File: config.mk
export PLATFORM = sky130hd
export DESIGN_NAME = sensor_acq_responder_flat
export DESIGN_NICKNAME = d
export VERILOG_FILES = /design/src/rtl/sensor_acq_pkg.sv /design/src/rtl/sensor_acq_responder_if.sv /design/src/rtl/acq_counter.sv /design/src/rtl/sensor_acq_responder.sv /design/src/flat_wrapper.sv
export SDC_FILE = /design/constraint.sdc
export NUM_CORES = 1
export LEC_CHECK = 0
export BUFFER_PORTS_ARGS = -buffer_cell sky130_fd_sc_hd__buf_2
export CAP_MARGIN = 10
export CORE_ASPECT_RATIO = 0.7
export CORE_MARGIN = 2
export CORE_UTILIZATION = 56
export CTS_CLUSTER_DIAMETER = 80
export DETAILED_ROUTE_END_ITERATION = 10
export PLACE_DENSITY = 0.75
export SLEW_MARGIN = 15
export SYNTH_ARGS = -nofsm -noshare
export SYNTH_HDL_FRONTEND = slang
export SYNTH_HIERARCHICAL = 1
export SYNTH_SLANG_ARGS = --single-unit
File: constraint.sdc
create_clock -name clk -period 5.1 [get_ports clk]
set_input_delay 1.02 -clock clk [delete_from_list [all_inputs] [get_ports clk]]
set_output_delay 1.02 -clock clk [all_outputs]
set_load 0.01 [all_outputs]
File: src/rtl/sensor_acq_pkg.sv
// Shared types and constants for the sensor acquisition responder.
package sensor_acq_pkg;

    typedef enum logic [2:0] {
        StIdle,
        StDelay,
        StStart,
        StWait,
        StDone
    } acq_state_t;

    localparam logic [7:0]  OVR_MAX       = 8'hFF;
    localparam int unsigned DEF_DATA_W    = 16;
    localparam int unsigned DEF_DELAY_W   = 16;
    localparam int unsigned DEF_TMO_W     = 16;

endpackage

File: src/rtl/sensor_acq_responder_if.sv
// Timing-manager and sensor-core signals seen by one acquisition responder.
interface sensor_acq_responder_if
    import sensor_acq_pkg::*;
#(
    parameter int unsigned DATA_W  = DEF_DATA_W,
    parameter int unsigned DELAY_W = DEF_DELAY_W,
    parameter int unsigned TMO_W   = DEF_TMO_W
);
    logic               trigger;
    logic               enable;
    logic [DELAY_W-1:0] start_delay;
    logic [TMO_W-1:0]   timeout_limit;
    logic               sensor_start;
    logic               sensor_valid;
    logic [DATA_W-1:0]  sensor_data;
    logic               done;
    logic [DATA_W-1:0]  data;
    logic               timeout;
    logic               busy;
    logic [7:0]         overrun_count;

    modport master (
        output trigger, enable, start_delay, timeout_limit, sensor_valid, sensor_data,
        input  sensor_start, done, data, timeout, busy, overrun_count
    );

    modport slave (
        input  trigger, enable, start_delay, timeout_limit, sensor_valid, sensor_data,
        output sensor_start, done, data, timeout, busy, overrun_count
    );

endinterface

File: src/rtl/acq_counter.sv
// Loadable up/down counter; o_tc flags when the count equals i_tc_val.
module acq_counter #(
    parameter int unsigned W = 16
) (
    input  logic         clk,
    input  logic         rst,
    input  logic         i_load,
    input  logic [W-1:0] i_load_val,
    input  logic         i_en,
    input  logic         i_up,
    input  logic [W-1:0] i_tc_val,
    output logic         o_tc
);
    logic [W-1:0] r_count;

    always_ff @(posedge clk) begin
        if (rst) begin
            r_count <= '0;
        end else if (i_load) begin
            r_count <= i_load_val;
        end else if (i_en) begin
            r_count <= i_up ? r_count + 1'b1 : r_count - 1'b1;
        end
    end

    assign o_tc = (r_count == i_tc_val);

endmodule

File: src/rtl/sensor_acq_responder.sv
// Sequences one sensor acquisition per trigger: delay, start pulse, bounded wait, capture.
module sensor_acq_responder
    import sensor_acq_pkg::*;
#(
    parameter int unsigned DATA_W  = DEF_DATA_W,
    parameter int unsigned DELAY_W = DEF_DELAY_W,
    parameter int unsigned TMO_W   = DEF_TMO_W
) (
    input logic                   clk,
    input logic                   rst,
    sensor_acq_responder_if.slave bus
);
    acq_state_t        r_state;
    acq_state_t        w_state_d;
    logic [TMO_W-1:0]  r_tmo_limit;
    logic [DATA_W-1:0] r_data;
    logic              r_timeout;
    logic [7:0]        r_ovr;

    logic w_accept, w_busy;
    logic w_dly_load, w_dly_en, w_dly_tc;
    logic w_tmo_load, w_tmo_en, w_tmo_tc;
    logic w_capture, w_expire;

    assign w_accept = bus.trigger & bus.enable;
    assign w_busy   = (r_state == StDelay) || (r_state == StStart) || (r_state == StWait);

    always_comb begin
        w_state_d  = r_state;
        w_dly_load = 1'b0;
        w_dly_en   = 1'b0;
        w_tmo_load = 1'b0;
        w_tmo_en   = 1'b0;
        w_capture  = 1'b0;
        w_expire   = 1'b0;
        if (r_state != StIdle && !bus.enable) begin
            w_state_d = StIdle;
        end else begin
            unique case (r_state)
                StIdle, StDone: begin
                    if (w_accept) begin
                        w_dly_load = 1'b1;
                        w_state_d  = (bus.start_delay == '0) ? StStart : StDelay;
                    end
                end
                StDelay: begin
                    if (w_dly_tc) w_state_d = StStart;
                    else          w_dly_en  = 1'b1;
                end
                StStart: begin
                    w_tmo_load = 1'b1;
                    w_state_d  = StWait;
                end
                StWait: begin
                    // Valid takes priority over a timeout expiring on the same edge.
                    if (bus.sensor_valid) begin
                        w_capture = 1'b1;
                        w_state_d = StDone;
                    end else if (r_tmo_limit != '0 && w_tmo_tc) begin
                        w_expire  = 1'b1;
                        w_state_d = StDone;
                    end else begin
                        w_tmo_en  = 1'b1;
                    end
                end
                default: w_state_d = StIdle;
            endcase
        end
    end

    always_ff @(posedge clk) begin
        if (rst) begin
            r_state     <= StIdle;
            r_tmo_limit <= '0;
            r_data      <= '0;
            r_timeout   <= 1'b0;
            r_ovr       <= 8'd0;
        end else begin
            r_state <= w_state_d;
            if (r_state == StStart) r_tmo_limit <= bus.timeout_limit;
            if (w_capture)          r_data      <= bus.sensor_data;
            // Timeout flag lives only while DONE; any exit from DONE clears it.
            r_timeout <= (w_state_d == StDone) && (w_expire || r_timeout);
            if (bus.trigger && w_busy && r_ovr != OVR_MAX) r_ovr <= r_ovr + 1'b1;
        end
    end

    acq_counter #(.W(DELAY_W)) u_dly_cnt (
        .clk        (clk),
        .rst        (rst),
        .i_load     (w_dly_load),
        .i_load_val (bus.start_delay),
        .i_en       (w_dly_en),
        .i_up       (1'b0),
        .i_tc_val   (DELAY_W'(1)),
        .o_tc       (w_dly_tc)
    );

    acq_counter #(.W(TMO_W)) u_tmo_cnt (
        .clk        (clk),
        .rst        (rst),
        .i_load     (w_tmo_load),
        .i_load_val ('0),
        .i_en       (w_tmo_en),
        .i_up       (1'b1),
        .i_tc_val   (r_tmo_limit),
        .o_tc       (w_tmo_tc)
    );

    assign bus.sensor_start  = (r_state == StStart);
    assign bus.done          = (r_state == StDone);
    assign bus.busy          = w_busy;
    assign bus.data          = r_data;
    assign bus.timeout       = r_timeout;
    assign bus.overrun_count = r_ovr;

endmodule

File: src/flat_wrapper.sv
// flat-port wrapper written by rule: the top's interface ports become plain ports
module sensor_acq_responder_flat import sensor_acq_pkg::*;
#(
    parameter int unsigned DATA_W  = DEF_DATA_W,
    parameter int unsigned DELAY_W = DEF_DELAY_W,
    parameter int unsigned TMO_W   = DEF_TMO_W
)
  (clk, rst, bus_trigger, bus_enable, bus_start_delay, bus_timeout_limit, bus_sensor_valid, bus_sensor_data, bus_sensor_start, bus_done, bus_data, bus_timeout, bus_busy, bus_overrun_count);
  sensor_acq_responder_if #(.DATA_W(DATA_W), .DELAY_W(DELAY_W), .TMO_W(TMO_W)) bus_i ();
  input logic clk;
  input logic rst;
  input wire logic [$bits(bus_i.trigger)-1:0] bus_trigger;
  input wire logic [$bits(bus_i.enable)-1:0] bus_enable;
  input wire logic [$bits(bus_i.start_delay)-1:0] bus_start_delay;
  input wire logic [$bits(bus_i.timeout_limit)-1:0] bus_timeout_limit;
  input wire logic [$bits(bus_i.sensor_valid)-1:0] bus_sensor_valid;
  input wire logic [$bits(bus_i.sensor_data)-1:0] bus_sensor_data;
  output wire logic [$bits(bus_i.sensor_start)-1:0] bus_sensor_start;
  output wire logic [$bits(bus_i.done)-1:0] bus_done;
  output wire logic [$bits(bus_i.data)-1:0] bus_data;
  output wire logic [$bits(bus_i.timeout)-1:0] bus_timeout;
  output wire logic [$bits(bus_i.busy)-1:0] bus_busy;
  output wire logic [$bits(bus_i.overrun_count)-1:0] bus_overrun_count;
  assign bus_i.trigger = bus_trigger;
  assign bus_i.enable = bus_enable;
  assign bus_i.start_delay = bus_start_delay;
  assign bus_i.timeout_limit = bus_timeout_limit;
  assign bus_i.sensor_valid = bus_sensor_valid;
  assign bus_i.sensor_data = bus_sensor_data;
  assign bus_sensor_start = bus_i.sensor_start;
  assign bus_done = bus_i.done;
  assign bus_data = bus_i.data;
  assign bus_timeout = bus_i.timeout;
  assign bus_busy = bus_i.busy;
  assign bus_overrun_count = bus_i.overrun_count;
  sensor_acq_responder #(.DATA_W(DATA_W), .DELAY_W(DELAY_W), .TMO_W(TMO_W)) u_core (.clk(clk), .rst(rst), .bus(bus_i));
endmodule
# Word level (Yosys, flattened, before mapping)
# Cells that the tools add are included.
# op_classes
n_addsub	3
n_eq_ne	8
n_mux	28
bitwise_logic	1
reduce_logical	16
# op_table
operator	n
2-to-1 mux 16 bit	2
2-to-1 mux 1 bit	19
adder 16 x 1 -> 16 bit (second input constant)	1
equality test 16 x 1 -> 1 bit (second input constant)	1
equality test 16 bit	1
logical NOT 16 bit	1
nonzero test 16 bit	1
subtractor 16 x 1 -> 16 bit (second input constant)	1
2-to-1 mux 3 bit	5
case mux 3 bit (4 select lines)	1
adder 8 x 1 -> 8 bit (second input constant)	1
inequality test 8 bit (second input constant)	1
equality test 3 x 2 -> 1 bit (second input constant)	2
equality test 3 bit (second input constant)	2
logical AND 1 bit	5
OR reduction 2 bit	2
equality test 3 x 1 -> 1 bit (second input constant)	1
logical NOT 3 bit	1
logical OR 1 bit	3
nonzero test 3 bit	1
2-to-1 mux 2 bit	1
nonzero test 2 bit	1
AND 1 bit	1
logical NOT 1 bit	1
# word_totals
reg_bits	76
in_bits	53
output_inout_bits	28
elab_cells	63

# Longest topological paths before layout
# logic_depth
depth_word	8
depth_mapped	13
ltp_nobuf	12

# By module
# The synthesis kept the hierarchy.
# modules_own_cells
module	n_inst	cells_per_inst	area_per_inst_um2	seq_area_each_um2
acq_counter	2	208	1622.8	320.3
sensor_acq_responder	1	239	1886.8	880.8

# Worst setup path before layout
# No wires, ideal clock.
# synth_path
path_type	input to register
startpoint	input bus_enable
endpoint	register u_core.u_dly_cnt.r_count[13]
arrival_time_ps	2578
required_ps	5041
setup_slack_ps	2463
cell_stages	8
n_path_buf	1
path_cell_list	clkbuf_1 nand2_1 nor3_1 clkinv_1 and3_1 o211a_1 a211oi_1 o211a_1
# synth_between
elab_chain_len	5
elab_cells_between_ends	9
cone_classes	5 x mux; 1 x bitwise; 3 x reduce/logical
# synth_rtl
item	line_no	source
start: declaration	flat_wrapper.sv:13	input wire logic [$bits(bus_i.enable)-1:0] bus_enable;
AND 1 bit	sensor_acq_responder.sv:25	assign w_accept = bus.trigger & bus.enable;
2-to-1 mux 1 bit	sensor_acq_responder.sv:41	if (w_accept) begin
2-to-1 mux 1 bit	sensor_acq_responder.sv:39	unique case (r_state)
2-to-1 mux 1 bit *	sensor_acq_responder.sv:36	if (r_state != StIdle && !bus.enable) begin
named net u_core.w_dly_load	sensor_acq_responder.sv:21	logic w_dly_load, w_dly_en, w_dly_tc;
2-to-1 mux 16 bit / nonzero test 2 bit (equally long branches)	--	
end signal: assignment	acq_counter.sv:20	r_count <= i_load_val;
end signal: assignment	acq_counter.sv:22	r_count <= i_up ? r_count + 1'b1 : r_count - 1'b1;
end: declaration	acq_counter.sv:14	logic [W-1:0] r_count;
# The timed path passes the listed nets; every way through them passes the cells marked *.
# A chain may end at the register's enable or synchronous reset.

# Worst setup path in the final report
# layout_path
startpoint	input bus_enable
endpoint	register u_core.u_tmo_cnt.r_count[13]
# layout_between
elab_chain_len	4
elab_cells_between_ends	5
cone_classes	2 x mux; 3 x reduce/logical
# layout_rtl
item	line_no	source
logical NOT 1 bit	sensor_acq_responder.sv:36	
logical AND 1 bit	sensor_acq_responder.sv:36	
2-to-1 mux 1 bit	sensor_acq_responder.sv:36	
named net u_core.w_tmo_load	sensor_acq_responder.sv:22	logic w_tmo_load, w_tmo_en, w_tmo_tc;
OR reduction 2 bit (no line)	--	
end signal: assignment	acq_counter.sv:20	
end signal: assignment	acq_counter.sv:22	
end: declaration	acq_counter.sv:14	
# The timed path passes the listed nets, and every way through them passes these cells.

==> reports/metrics.json <==
{
  "outcome": "finished clean",
  "topRoutingLayerUsed": "met4",
  "max_cap_viol_count": 0,
  "achievable_frequency_ghz": 0.314,
  "insertedDiodeCount": 0,
  "rrSetupSlack_ns": 1.93,
  "synth-compound-area-share": 0.247,
  "post_cts_hold_buffer_count": 0,
  "nets": 840,
  "finalWorstPathRequiredPeriod_ns": 3.19,
  "hold_crit_endpoint": "u_core/bus.data[15]",
  "critPathMaxFanout": 22,
  "clockBufferDepth": 2,
  "number_of_antenna_violations_at_the_first_check_in_global_routing": 0,
  "setup-tns-final_ns": 0,
  "clk_pin_slew_worst_paths_ns": 0.07,
  "grt_pass1_vias": 4966,
  "global_route.overflow_total": 0,
  "critPathKind": "primary input to flip-flop",
  "clock_tree.root_cell": "sky130_fd_sc_hd__clkbuf_16",
  "switchingPower_uw": 455,
  "grt_setup_unrepaired": "false",
  "detailedPlace.worstSlack_ns": 1.69,
  "cp-start-kind": "primary input",
  "endpoint_kind": "flip-flop",
  "hold_viol": 0,
  "synth.lib_cells_used.distinct": 62,
  "grt_start_max_net_pins": 53,
  "detail_route.wirelength.met1_um": 6450,
  "synthArstFlopShare": 0,
  "worst_r2r_endpoint": "u_core/u_dly_cnt/r_count[14]",
  "multiInputGateArea_um2": 3530,
  "timing.reg2reg.worst_path_depth": 9,
  "fp.dieArea_um2": 9960,
  "route.antenna.remaining_nets": 0,
  "combinationalPowerShare": 0.177,
  "num_io_pins": 81,
  "synth-main-ff-cell": "sky130_fd_sc_hd__dfxtp_1",
  "synth_area_um2": 5130,
  "drt_first_pass_iters": 5,
  "type_of_the_worst_min_delay_path": "flip-flop to flip-flop",
  "first_iter_violations": 541,
  "routabilityCongestion": 0.895,
  "wl_per_cell_um": 15.8,
  "viasPerCell": 5.89,
  "hold_path_depth": 2,
  "synth.mux.area_fraction": 0.0141,
  "crit_arrival_ns": 3.47,
  "cts_tree": "built",
  "cts_buffers": 9,
  "fin_ws_ns": 1.91,
  "power.ir.vdd_worst_mv": 0.193,
  "postCtsResizedCells": 0,
  "met2_wirelength_um": 6000,
  "route.detailed.drc": 0,
  "htree_num_levels": 3,
  "synth_simple_gate_area_share": 0.242,
  "maxSlewViolCount": 0,
  "globalRouteTotalUtil": 0.290,
  "sequential_cell_area_um2": 1520,
  "core_region_area_um2": 9000,
  "synthesis.instances": 655,
  "final_setup_violations": 0,
  "die_height_um": 84.1,
  "r2r_start": "u_core/u_dly_cnt/r_count[3]",
  "seq_power_share": 0.413,
  "edff_count_synth": 0,
  "timing.critical_path.required_ns": 5.38,
  "route.final.wire_length_um": 14000,
  "wl_met3_um": 1410,
  "postCtsSetupBuffers": 0,
  "post_route_cells_drive_above_1_share": 0.148,
  "wire_length_of_the_first_global_routing_pass_um": 23800,
  "timing.critical_path.cells": "buf_2 > and3_1 > clkinv_1 > and3_1 > o211a_1 > a211oi_1 > o211a_1",
  "syn-mean-instance-area_um2": 7.84,
  "fin_total_pwr_uw": 1520,
  "holdCritStartpoint": "u_core/bus.data[15]",
  "die-width_um": 118,
  "worst_hold_slack_across_all_endpoints_ns": 0.457,
  "ys_ff_latch": 76,
  "cellPowerDensity_nw_per_um2": 254,
  "adder_cell_share_of_the_synthesized_area": 0.0785,
  "crit_path_max_incr_delay_ns": 0.73,
  "post-route-period-util": 0.625,
  "swShare": 0.299,
  "worst_slew_margin_rel": 0.350,
  "yosys_warnings": 6,
  "detailroute.via_count": 5214,
  "intPower_uw": 1070,
  "synth-seq-area-share": 0.296,
  "fill_cells": 829,
  "worst_slew_pin_slew_ns": 0.971,
  "post-dp-hpwl_um": 10200,
  "clock_insertion_delay_worst_skew_ns": 0.34,
  "cts_sinks": 76,
  "port_buffer_cells": 80,
  "area.growth.synth_to_final_pct": 16.9,
  "std_cell_rows": 29,
  "timing.clock.skew_ns": 0.00709,
  "pwr-share-clk": 0.410,
  "slowest_cp_cell": "sky130_fd_sc_hd__and3_1",
  "synth_top_family_by_area": "compound AO/OA/AOI/OAI gates",
  "synthXorXnorAreaFrac": 0.0768,
  "power.static_leakage_uw": 0.00255,
  "effective_utilization_at_floorplan": 0.570
}
## registers in the layout, indices dropped and copies added, names as in the netlist
signal / count
u_core/bus.data: 16
u_core/bus.timeout: 1
u_core/u_dly_cnt/r_count: 16
u_core/r_state: 3
u_core/bus.overrun_count: 8
u_core/u_tmo_cnt/r_count: 16
u_core/r_tmo_limit: 16
## placed cells by master (no fill, tap or decap), drive strengths merged, types with 5 or more instances in the layout
| cell type | count |
|---|---|
| a211oi | 8 |
| a21o | 14 |
| a21oi | 70 |
| a221oi | 6 |
| a31oi | 10 |
| and2 | 6 |
| and3 | 13 |
| buf | 83 |
| clkbuf | 9 |
| conb | 38 |
| dfxtp | 76 |
| ha | 29 |
| inv | 24 |
| mux2i | 5 |
| nand2 | 95 |
| nand3 | 10 |
| nand4 | 12 |
| nor2 | 46 |
| nor2b | 7 |
| nor3 | 20 |
| nor4 | 16 |
| nor4b | 5 |
| o211ai | 5 |
| o21a | 7 |
| o21ai | 29 |
| o31a | 6 |
| or2 | 5 |
| or3 | 8 |
| xnor2 | 34 |
| xor2 | 11 |
## per-stage QoR
step | utilization | instance area (um^2) | instances
4_1_cts | 0.667 | 6000 | 885
6_report | 0.667 | 6000 | 885
2_1_floorplan | - | 5270 | 691
5_1_grt | 0.667 | 6000 | 885
3_5_place_dp | 0.634 | 5710 | 869
3_3_place_gp | 0.634 | 5710 | 869
## synthesized netlist by cell type (all sizes together) (3+ instances only)
cell     n  area share
or3      8      0.0098
or2      5      0.0061
a31oi   10       0.012
o211ai   5      0.0083
a21o    14       0.020
o31a     6       0.010
nor4b    5      0.0085
nand4   12       0.015
mux2i    5      0.0098
xor2    11       0.019
ha      29       0.071
or4      4      0.0059
dfxtp   76        0.30
nor2b    7       0.011
o21ai   29       0.028
buf     13       0.016
a211oi   8       0.012
nor3    20       0.020
o21a     7       0.010
xnor2   34       0.058
and2     6      0.0073
a311oi   4      0.0068
nand3   10      0.0098
a41oi    3      0.0051
clkinv   3      0.0022
o41ai    4      0.0068
o21bai   3      0.0044
o31ai    4      0.0059
o211a    4      0.0078
inv     18       0.013
and3    13       0.016
a21oi   70       0.068
a221oi   6       0.013
nand2   95       0.070
clkbuf  16       0.012
nor2    46       0.034
nor4    16       0.020
## worst max path at each step
stage / start / end / slack (ns)
2_1_floorplan: bus_enable / u_core/u_dly_cnt/r_count[13] / 2.46
3_3_place_gp: bus_enable / u_core/u_tmo_cnt/r_count[13] / 1.79
3_5_place_dp: bus_enable / u_core/u_tmo_cnt/r_count[13] / 1.69
4_1_cts: u_core/u_dly_cnt/r_count[14] / u_core/u_dly_cnt/r_count[14] / 1.99
5_1_grt: u_core/u_dly_cnt/r_count[1] / u_core/u_dly_cnt/r_count[14] / 1.71
6_report: bus_enable / u_core/u_tmo_cnt/r_count[13] / 1.91
## per-layer routing
layer	track usage	up-vias
met5	0	-
met4	0.0714	0
met3	0.0745	17
met2	0.446	248
met1	0.406	2372
li1	-	2577
## critical path: cells and delay by family
| kind | cells | cell delay (ns) |
|---|---|---|
| simple gates | 2 | 1.08 |
| compound gates | 3 | 0.52 |
| buf+inv | 2 | 0.84 |
## power by group through the flow
stage / clock network (uW) / logic, uW / registers [uW]
after floorplan: 0 / 195 / 634
after global placement: 0 / 251 / 641
after detailed placement: 0 / 259 / 642
after CTS: 636 / 261 / 628
after global routing: 661 / 300 / 631
final: 624 / 269 / 629
## layout make-up
class,count,area share
tap,124,0.0259
clock buffer,9,0.0375
timing repair buffer,83,0.0705
multi-input combinational,565,0.588
clock inverter,7,0.0111
inverter,21,0.0131
sequential,76,0.254
## logic make-up after synthesis
logic type,count (synthesis)
AND/OR/NAND/NOR,253
AO/OA/AOI/OAI,191
buffers and inverters,50
multiplexers,7
other,2
flip-flops,76
XOR/XNOR,45
adder cells (fa/ha/maj),31
(Power assumes the default switching activity.)
